### config.mk
export PLATFORM = sky130hd
export DESIGN_NAME = plic_claim_ctrl
export DESIGN_NICKNAME = d
export VERILOG_FILES = /design/src/rtl/plic_claim_ctrl.sv
export SDC_FILE = /design/constraint.sdc
export NUM_CORES = 1
export LEC_CHECK = 0
export ABC_CLOCK_PERIOD_IN_PS = 2000
export CORE_MARGIN = 10
export CORE_UTILIZATION = 45
export DETAILED_ROUTE_END_ITERATION = 16
export PLACE_DENSITY = 0.76
export SLEW_MARGIN = 20
export SYNTH_ARGS = -nofsm -noshare
export SYNTH_HDL_FRONTEND = slang
export SYNTH_SLANG_ARGS = --single-unit
### constraint.sdc
create_clock -name clk -period 2 [get_ports clk]
set_input_delay 0.2 -clock clk [delete_from_list [all_inputs] [get_ports clk]]
set_output_delay 0.2 -clock clk [all_outputs]
set_load 0.005 [all_outputs]
### src/rtl/plic_claim_ctrl.sv
// plic_claim_ctrl: turns register-bus claim reads and complete writes into
// single-cycle claim/complete strobes toward the PLIC core. It tracks one
// outstanding claimed ID per target and leaves a settle gap after each access.
//
// Optional feature macro: PLIC_COMPLETE_CHECK_EN
//   defined   - a complete must carry the ID held for that target; otherwise
//               the request is rejected with rsp_err and no strobe.
//   undefined - any in-range complete pulses the strobe and clears the held ID.
//
// state     | meaning
// ----------+---------------------------------------------------------------
// ST_IDLE   | ready for a request
// ST_EXEC   | registered request executes; strobes issued, id sampled
// ST_SETTLE | idle gap so the core's registered id output settles
module plic_claim_ctrl #(
    parameter int TARGETS       = 1,
    parameter int TARGET_BITS   = 1,
    parameter int SOURCES_BITS  = 3,
    parameter int SETTLE_CYCLES = 2
) (
    input  logic                            clk,
    input  logic                            rst,
    input  logic                            req_valid,
    output logic                            req_ready,
    input  logic                            req_we,
    input  logic [TARGET_BITS-1:0]          req_target,
    input  logic [SOURCES_BITS-1:0]         req_wdata,
    output logic                            rsp_valid,
    output logic [SOURCES_BITS-1:0]         rsp_rdata,
    output logic                            rsp_err,
    input  logic [SOURCES_BITS*TARGETS-1:0] id,
    output logic [TARGETS-1:0]              claim,
    output logic [TARGETS-1:0]              complete,
    output logic [TARGETS-1:0]              busy
);

    typedef enum logic [1:0] {
        ST_IDLE   = 2'd0,
        ST_EXEC   = 2'd1,
        ST_SETTLE = 2'd2
    } state_t;

    // Settle counter runs SETTLE_CYCLES-1 down to 0, one SETTLE cycle each.
    localparam logic [3:0] SETTLE_LOAD =
        (SETTLE_CYCLES > 0) ? 4'(SETTLE_CYCLES - 1) : 4'd0;
    localparam logic [TARGET_BITS:0] TGT_LIM = (TARGET_BITS + 1)'(TARGETS);

    state_t                    state;
    state_t                    state_nxt;
    logic [3:0]                settle_cnt;
    logic                      we_q;
    logic [TARGET_BITS-1:0]    target_q;
    logic [SOURCES_BITS-1:0]   wdata_q;
    logic [SOURCES_BITS-1:0]   held [TARGETS];
    logic                      in_range;
    logic [SOURCES_BITS-1:0]   held_sel;
    logic [SOURCES_BITS-1:0]   id_sel;
    logic                      do_claim;
    logic                      do_complete;
    logic                      err_nxt;
    logic [SOURCES_BITS-1:0]   rdata_nxt;
    logic                      unused_wdata;

    // State register.
    always_ff @(posedge clk or posedge rst) begin
        if (rst) state <= ST_IDLE;
        else     state <= state_nxt;
    end

    // Next-state logic and request-ready decode.
    always_comb begin
        state_nxt = state;
        req_ready = 1'b0;
        case (state)
            ST_IDLE: begin
                req_ready = 1'b1;
                if (req_valid) state_nxt = ST_EXEC;
            end
            ST_EXEC: begin
                state_nxt = (SETTLE_CYCLES > 0) ? ST_SETTLE : ST_IDLE;
            end
            ST_SETTLE: begin
                if (settle_cnt == 4'd0) state_nxt = ST_IDLE;
            end
            default: state_nxt = ST_IDLE;
        endcase
    end

    // Settle down-counter, loaded while executing.
    always_ff @(posedge clk or posedge rst) begin
        if (rst) begin
            settle_cnt <= 4'd0;
        end else if (state == ST_EXEC) begin
            settle_cnt <= SETTLE_LOAD;
        end else if (state == ST_SETTLE && settle_cnt != 4'd0) begin
            settle_cnt <= settle_cnt - 4'd1;
        end
    end

    // Capture the request fields on handshake.
    always_ff @(posedge clk or posedge rst) begin
        if (rst) begin
            we_q     <= 1'b0;
            target_q <= '0;
            wdata_q  <= '0;
        end else if (req_valid && req_ready) begin
            we_q     <= req_we;
            target_q <= req_target;
            wdata_q  <= req_wdata;
        end
    end

    // Select the held ID and live core ID of the addressed target.
    always_comb begin
        in_range = ({1'b0, target_q} < TGT_LIM);
        held_sel = '0;
        id_sel   = '0;
        for (int t = 0; t < TARGETS; t++) begin
            if (target_q == TARGET_BITS'(t)) begin
                held_sel = held[t];
                id_sel   = id[t*SOURCES_BITS +: SOURCES_BITS];
            end
        end
    end

    // Decide the action and response of the executing request.
    always_comb begin
        do_claim    = 1'b0;
        do_complete = 1'b0;
        err_nxt     = 1'b0;
        rdata_nxt   = '0;
        if (state == ST_EXEC) begin
            if (!in_range) begin
                err_nxt = 1'b1;
            end else if (!we_q) begin
                if (held_sel != '0) begin
                    err_nxt = 1'b1;
                end else if (id_sel != '0) begin
                    do_claim  = 1'b1;
                    rdata_nxt = id_sel;
                end
            end else begin
`ifdef PLIC_COMPLETE_CHECK_EN
                if (held_sel != '0 && wdata_q == held_sel) do_complete = 1'b1;
                else                                       err_nxt     = 1'b1;
`else
                do_complete = 1'b1;
`endif
            end
        end
    end

    // The written ID only matters when completions are checked.
    assign unused_wdata = ^wdata_q;

    // Fan the single action out to the addressed target's strobe; busy mirrors held.
    always_comb begin
        claim    = '0;
        complete = '0;
        busy     = '0;
        for (int t = 0; t < TARGETS; t++) begin
            claim[t]    = do_claim    && (target_q == TARGET_BITS'(t));
            complete[t] = do_complete && (target_q == TARGET_BITS'(t));
            busy[t]     = (held[t] != '0);
        end
    end

    // Per-target outstanding ID tracking.
    always_ff @(posedge clk or posedge rst) begin
        if (rst) begin
            for (int t = 0; t < TARGETS; t++) held[t] <= '0;
        end else begin
            for (int t = 0; t < TARGETS; t++) begin
                if (claim[t])         held[t] <= id[t*SOURCES_BITS +: SOURCES_BITS];
                else if (complete[t]) held[t] <= '0;
            end
        end
    end

    // Registered response, one cycle after execution.
    always_ff @(posedge clk or posedge rst) begin
        if (rst) begin
            rsp_valid <= 1'b0;
            rsp_rdata <= '0;
            rsp_err   <= 1'b0;
        end else begin
            rsp_valid <= (state == ST_EXEC);
            rsp_rdata <= rdata_nxt;
            rsp_err   <= err_nxt;
        end
    end

endmodule
## Word-level counts from Yosys, hierarchy flattened

Index checks and enable logic that the tools add are counted.

| operators by class | value |
|---|---|
| reduce and logical (&&, ||, !) cells | 13 |
| order comparisons | 1 |
| mux-type cells | 27 |
| equal/unequal tests | 4 |
| bitwise operators | 1 |
| add/sub/neg operators | 1 |

Operators by type and width:

| cell | number |
|---|---|
| $mux 3 | 9 |
| $mux 1 | 13 |
| $reduce_bool 3->1 | 3 |
| $mux 4 | 2 |
| $pmux 2 s3 | 1 |
| $logic_and 1x1->1 | 4 |
| $logic_not 4->1 | 1 |
| $mux 2 | 2 |
| $ne 2x2->1 const B | 2 |
| $reduce_bool 2->1 | 2 |
| $reduce_bool 4->1 | 1 |
| $sub 4x1->4 const B | 1 |
| $eq 2x1->1 const B | 1 |
| $eq 2x2->1 const B | 1 |
| $logic_not 2->1 | 1 |
| $reduce_and 2->1 | 1 |
| $lt 1x1->1 const B | 1 |
| $not 1->1 | 1 |

| storage, ports and cells | value |
|---|---|
| register bits | 16 |
| output and inout bits | 9 |

## Longest topological paths before layout

Gate-level depths: netlist (run 1).

| logic depth | value |
|---|---|
| word-level depth | 9 |
| mapped depth | 5 |
| gate-level depth less buffers | 5 |

## Worst setup path before layout (run 1)

Ideal clock, no wire load.

| timing path | value |
|---|---|
| kind | flip-flop to flip-flop |
| start | register settle_cnt[0] |
| end | register settle_cnt[3] |
| clock period less this slack | 1.430 ns |
| stages on the path, launching flop included | 6 |
| buffers on the path | 0 |
| path slack | 0.570 ns |
| library setup time | 0.092 ns |
| required time | 1.908 ns |
| arrival | 1.339 ns |
| path through | dfrtp_1 -> inv_1 -> ha_1 -> or3b_4 -> and2_4 -> o31ai_2 |

| between the ends | value |
|---|---|
| word-level cells in the longest chain between the ends | 3 |

RTL lines:

| what | RTL line | text |
|---|---|---|
| start: declaration | 50 | `logic [3:0] settle_cnt;` |
| start signal: assignment | 96 | `settle_cnt <= settle_cnt - 4'd1;` |
| $sub 4x1->4 / $reduce_bool 4->1 (equally long branches) | 96, 95 |  |
| $mux 4 / $logic_and 1x1->1 (equally long branches) | 95 | `end else if (state == ST_SETTLE && settle_cnt != 4'd0) begin` |
| $mux 4 / $reduce_bool 2->1 (equally long branches) | -- |  |

Several ways; a longest one is shown, not always the timed one. The select of a mux whose other input is x is not followed.
A chain may end at the register's enable or synchronous reset.

## Final worst setup path (run 1)

| timing path | value |
|---|---|
| start | register target_q |
| end | output complete |

| between the ends | value |
|---|---|
| word-level cells in the longest chain between the ends | 4 |

RTL lines:

| what | RTL line | text |
|---|---|---|
| start: declaration | 52 | `logic [TARGET_BITS-1:0] target_q;` |
| start signal: assignment | 108 | `target_q <= req_target;` |
| $lt 1x1->1 | 115 | `in_range = ({1'b0, target_q} < TGT_LIM);` |
| $mux 1 | 133 | `if (!in_range) begin` |
| $mux 1 | 132 | `if (state == ST_EXEC) begin` |
| $logic_and 1x1->1 (*) | 163 | `complete[t] = do_complete && (target_q == TARGET_BITS'(t));` |
| end: declaration | 33 | `output logic [TARGETS-1:0] complete,` |

Every way passes the cells marked *; elsewhere a longest branch is shown, timed or not.

==> results of run 1 <==
-- cell type report --
class                      instances  area, um^2
fill                             114         534
sequential                        16         400
multi-input combinational         38         303
timing repair buffer              22         204
clock buffer                       3        22.5
inverter                           6        22.5
tap                               16        20.0
-- synthesized netlist by cell type --
master	count
nand2b_1	2
inv_1	5
dfrtp_1	16
nor3b_1	1
nor4_1	1
ha_1	2
and2_4	1
o31a_1	1
o21a_1	1
nor3_4	1
or3b_4	1
nand2_1	2
nor2_1	5
o31a_2	1
o31ai_2	1
a211oi_1	1
a31oi_1	3
and2_1	5
nor2b_1	1
nor4_2	1
inv_2	1
nand3_1	1
mux2i_1	2
o211ai_1	1
mux2_1	2
a21oi_1	1
-- through the flow --
step	power, mW	cell area, um^2
2_1_floorplan	0.816	712
3_3_place_gp	1.01	915
3_5_place_dp	1.03	915
4_1_cts	1.24	967
5_1_grt	1.34	972
6_report	1.23	972
-- power groups by stage --
stage | registers (mW) | logic [mW] | clock network, mW
finish | 0.544 | 0.531 | 0.157
CTS | 0.538 | 0.536 | 0.166
global route | 0.560 | 0.592 | 0.185
global placement | 0.532 | 0.477 | 0
floorplan | 0.520 | 0.297 | 0
detailed placement | 0.537 | 0.490 | 0
-- registers in the layout, indices dropped and copies added, names as in the netlist --
name        count
rsp_err         1
target_q        1
settle_cnt      4
we_q            1
rsp_rdata       3
rsp_valid       1
state           2
held            3
-- worst reg2reg max path, cell delays in order, from the launching register on --
cell     delay, ps
dfrtp_1        430
inv_1          100
ha_1           140
or3b_4         390
and2_4         190
o31ai_2        200
-- cells by family after synthesis --
| kind of cell | count (synthesis) | share of synthesized area |
|---|---|---|
| simple gates | 22 | 0.202 |
| compound gates | 10 | 0.109 |
| buf+inv | 6 | 0.0316 |
| fa+ha+maj | 2 | 0.0351 |
| flops | 16 | 0.562 |
| mux | 4 | 0.0598 |
-- layer usage --
| metal | vias up | routed length [um] | GRT usage |
|---|---|---|---|
| li1 | 259 | - | - |
| met1 | 246 | 598 | 0.0890 |
| met2 | 18 | 628 | 0.119 |
| met3 | 2 | 118 | 0.0318 |
| met4 | 0 | 23 | 0.0513 |
| met5 | - | 0 | 0 |
-- timing repair --
action                                  4_1_cts  5_1_grt
buffers inserted                              3        0
endpoints found under the setup margin        1        1
pin swaps                                     2        0
resized for setup                             2        1
-- worst paths after layout --
kind                       cells past startpoint                        end  slack (ps)
hold / removal                                 2  settle_cnt[0]$_DFFE_PP0P_         270
hold reg to reg                                1  settle_cnt[0]$_DFFE_PP0P_         540
max in group asynchronous                      2        held[2]$_DFFE_PP0P_        1360
setup reg to reg                               5  settle_cnt[3]$_DFFE_PP0P_         460
setup / recovery                               3                   complete         110
min in group clk                               2       target_q$_DFFE_PP0P_         520
==> flow_metrics.py, run 1 <==
metrics = {
    "critical_path": {
        "cpLargestDelayFamily": "buffers and inverters",
        "cp_num_buf_inv": 1,
        "startpoint": "target_q$_DFFE_PP0P_",
        "r2r_start": "settle_cnt[0]$_DFFE_PP0P_",
        "cp.arrival_ps": 1690,
        "path_cells": "nor3b_2 -> and2_1 -> clkdlybuf4s50_1",
        "cpPeakStageDelay_ps": 530,
        "startpoint_type": "flip-flop",
        "critPathMaxFanout": 4,
        "slowest_stage": "clkdlybuf4s50_1",
        "critical_path_class": "flip-flop to primary output",
        "required_ps": 1800,
        "cp-end-kind": "primary output",
    },
    "timing": {
        "max_freq_ghz": 0.530,
        "worst_slew_pin_slew_ps": 562,
        "fin_worst_skew_ps": 3.19,
        "rsz0062_at_grt": "false",
        "slew_viol_final": 0,
        "period_needed_ps": 1890,
        "relSlewSlack": 0.625,
        "tns_ps": 0,
        "whs_ps": 273,
        "setup_viol": 0,
        "min_period_over_period": 0.943,
        "setup_slack_ps": 115,
        "hold_viol": 0,
    },
    "final_layout": {
        "layout_common_cells": "16 x dfrtp_1, 15 x clkdlybuf4s50_1, 6 x buf_4",
        "drive_gt1_frac": 0.200,
        "utilization": 0.645,
        "num_antenna_cells": 0,
        "area_delta_synth_final_pct": 36.6,
        "layout.nets": 100,
        "layout_commonest_cell": "dfrtp_1",
        "layoutNonFillerInstCount": 101,
    },
    "power_and_ir_drop": {
        "seqPwrFrac": 0.441,
        "clkPwrFrac": 0.128,
        "power_density_mw_per_mm2": 1270,
        "internal_power_mw": 0.804,
        "switchingPower_mw": 0.428,
        "switching_share": 0.347,
        "p_leak_nw": 0.457,
        "power.share.combinational": 0.431,
        "ir_drop_uv": 627,
    },
    "logic_synthesis": {
        "syn-cell-area_um2": 712,
        "ys.warnings.count": 0,
        "syn_nets": 73,
        "synth.avg_cell_area_um2": 11.9,
        "seq_area_frac_synth": 0.562,
        "yosysUniqueCellTypes": 26,
        "netlist.top_cell.by_area": "dfrtp_1",
        "yosysTopAreaCellShare": 0.562,
        "ys_ff_latch": 16,
        "yosys-top-cells-area": "dfrtp_1 56%, and2_1 4.4%, ha_1 3.5%",
        "synthCells": 60,
    },
    "routing": {
        "drc_errors": 0,
        "num_vias": 525,
        "drt_iter0_markers": 5,
        "routed_via_density": 5.20,
        "wl_per_cell_um": 13.5,
        "dr.pass1.iters": 4,
        "antenna_left": 0,
        "routed_wl_mm": 1.37,
    },
    "floorplan": {
        "core-area_mm2": 0.00151,
        "initial_core_util": 0.473,
        "placementRows": 14,
        "die_x_um": 59.8,
        "die-area_mm2": 0.00357,
        "die_y_um": 59.8,
        "io_pins": 20,
    },
    "placed_design": {
        "gp_congestion": 0.709,
        "dpl.cell_count": 95,
        "dp_slack_ps": 215,
        "hpwl_mm": 1.04,
        "port_buffers": 16,
    },
    "global_routing": {
        "grt_pass1_wl_mm": 2.21,
        "overflow": 0,
        "grt_use_total": 0.0788,
        "grt_pass1_vias": 547,
        "antenna_found_initial": 0,
        "grt_max_degree": 17,
    },
    "clocking": {
        "clk_path_buf_depth": 2,
        "hold_buffers": 0,
        "cts_made_buffers": 3,
        "cts.sinks": 16,
        "path_clk_slew_ps": 90,
        "clockRootBuffer": "clkbuf_4",
        "clkLatencyLatePin_ps": 270,
        "cts_tree": "yes",
        "htreeDepth": 1,
    },
    "job": {
        "max_cap_violations": 0,
    },
    "worst_hold_path": {
        "hp-class": "input port to asynchronous set/reset pin",
    },
    "outcome": {
        "status": "complete, no violations",
    },
}
No activity file was read; power rests on OpenSTA's default activity.
==> run 2, diff against run 1 <==
- CAP_MARGIN: default -> 0
- CORE_MARGIN: 10 -> default
==> run 2 against run 1 <==
Power shrank 3.5%. Highest routed layer unchanged. Die area shrank 51%. First-iteration DRC count is the same. Worst setup slack lost 29 ps.
==> flow_metrics.py, run 2 (synthesized netlist as in run 1, its figures left out) <==
metrics = {
    "outcome": {
        "status": "complete, no violations",
    },
    "critical_path": {
        "critPathMaxFanout": 4,
        "worstReg2RegEnd": "settle_cnt[3]$_DFFE_PP0P_",
        "startpoint_type": "flip-flop",
        "r2r_start": "settle_cnt[0]$_DFFE_PP0P_",
        "cp-end-kind": "primary output",
        "rr_worst_depth": 5,
        "required_ps": 1800,
        "regToRegSetupSlack_ps": 470,
        "cp.arrival_ps": 1710,
        "critical_path_class": "flip-flop to primary output",
    },
    "final_layout": {
        "stdcell_area_um2": 948,
        "largest_reg_flops": 4,
        "largest_register": "settle_cnt",
        "layout_commonest_cell": "dfrtp_1",
        "nFillCells": 110,
        "num_antenna_cells": 0,
        "layoutNonFillerInstCount": 97,
        "layout_common_cells": "16 x dfrtp_1, 15 x clkdlybuf4s50_1, 5 x inv_1, 5 x nor2_1, 4 x and2_1",
        "layout.nets": 97,
        "area_delta_synth_final_pct": 33.2,
        "drive_gt1_frac": 0.183,
        "top_regs": "settle_cnt (4), held (3), rsp_rdata (3)",
    },
    "timing": {
        "relSlewSlack": 0.620,
        "slew_viol_final": 0,
        "fin_worst_skew_ps": 2.45,
        "tns_ps": 0,
        "max_freq_ghz": 0.523,
        "worst_slew_pin_slew_ps": 569,
        "setup_viol": 0,
        "min_period_over_period": 0.957,
        "hold_viol": 0,
        "period_needed_ps": 1910,
        "rsz0062_at_grt": "false",
    },
    "power_and_ir_drop": {
        "power_density_mw_per_mm2": 1250,
        "p_leak_nw": 0.442,
        "ir_drop_uv": 935,
    },
    "global_routing": {
        "antenna_found_initial": 0,
        "grt_pass1_wl_mm": 2.17,
        "grt_use_total": 0.163,
        "grt_pass1_vias": 517,
        "overflow": 0,
        "grt_max_degree": 17,
    },
    "routing": {
        "antenna_left": 0,
        "drt_iter0_markers": 5,
        "routed_via_density": 5.38,
        "routed_wl_mm": 1.19,
        "dr.pass1.iters": 4,
        "num_vias": 522,
        "drc_errors": 0,
        "wl_per_cell_um": 12.3,
    },
    "floorplan": {
        "die-area_mm2": 0.00175,
        "initial_core_util": 0.515,
        "placementRows": 13,
        "io_pins": 20,
        "core-area_mm2": 0.00138,
        "die_y_um": 41.8,
        "die_x_um": 41.8,
    },
    "placed_design": {
        "gp_congestion": 0.750,
        "dpl_cell_area_um2": 906,
        "hpwl_um": 947,
        "port_buffers": 16,
        "dpl.cell_count": 93,
    },
    "clocking": {
        "cts_made_buffers": 3,
        "clk_path_buf_depth": 2,
        "cts_tree": "yes",
        "htreeDepth": 1,
        "path_clk_slew_ps": 80,
        "cts.sinks": 16,
        "clockRootBuffer": "clkbuf_4",
        "clkLatencyLatePin_ps": 280,
    },
    "worst_hold_path": {
        "hp-class": "input port to asynchronous set/reset pin",
    },
    "job": {
        "max_cap_violations": 0,
    },
}
## run 2: cell types whose count changed in the layout (fill, tap and decap cells not counted), sizes merged
cell / previous run / this run
buf: 6 / 3
## run 2: per-layer routing
metal  wire (um)  vias up  global-route usage
met5           0        -                   0
li1            -      252                   -
met4           7        0              0.0194
met1         540      251               0.194
met2         569       17               0.275
met3          76        2              0.0783
## run 2: worst max-delay path by stage
stage	start	endpoint	depth (start not counted)
after floorplan	settle_cnt[0]$_DFFE_PP0P_	settle_cnt[3]$_DFFE_PP0P_	5
after global placement	state[1]$_DFFE_PP0P_	claim	4
after detailed placement	state[1]$_DFFE_PP0P_	claim	4
after CTS	target_q$_DFFE_PP0P_	complete	3
after global routing	target_q$_DFFE_PP0P_	complete	3
final	target_q$_DFFE_PP0P_	complete	3
## run 2: timing repair
item                       CTS  global route
setup endpoints to repair    1             1
pin swaps                    2             0
hold buffers                 0             0
buffers inserted             1             0
gates resized for setup      3             1
hold endpoints to repair     0             0
## run 2: layout make-up
type	instances	area (um^2)	share of cell area
clock buffers	3	22.5	0.0237
flip-flops and latches	16	400	0.422
inverters	6	22.5	0.0237
multi-input cells	38	303	0.319
well taps	15	18.8	0.0198
repair buffers	19	181	0.191
## run 2: worst max-delay path, cell delays in order, from the launching register on
cell and delay (ps):
dfrtp_1 440, nor3b_1 290, and2_4 210, clkdlybuf4s50_1 490
## run 2: power breakdown
group | total, mW | switching, mW | leakage [nW] | internal [mW]
logic | 0.489 | 0.213 | 0.223 | 0.276
registers | 0.544 | 0.113 | 0.206 | 0.431
clock network | 0.157 | 0.0868 | 0.0138 | 0.0699
total | 1.19 | 0.413 | 0.442 | 0.777
## run 2: metrics by stage
stage | setup slack (ps) | util | hold slack [ps] | total power [mW]
2_1_floorplan | 570 | - | 114 | 0.816
3_3_place_gp | 183 | 0.655 | 521 | 0.997
3_5_place_dp | 175 | 0.655 | 531 | 1.02
4_1_cts | 45.0 | 0.684 | 287 | 1.20
5_1_grt | 22.5 | 0.686 | 347 | 1.28
6_report | 86.1 | 0.686 | 273 | 1.19
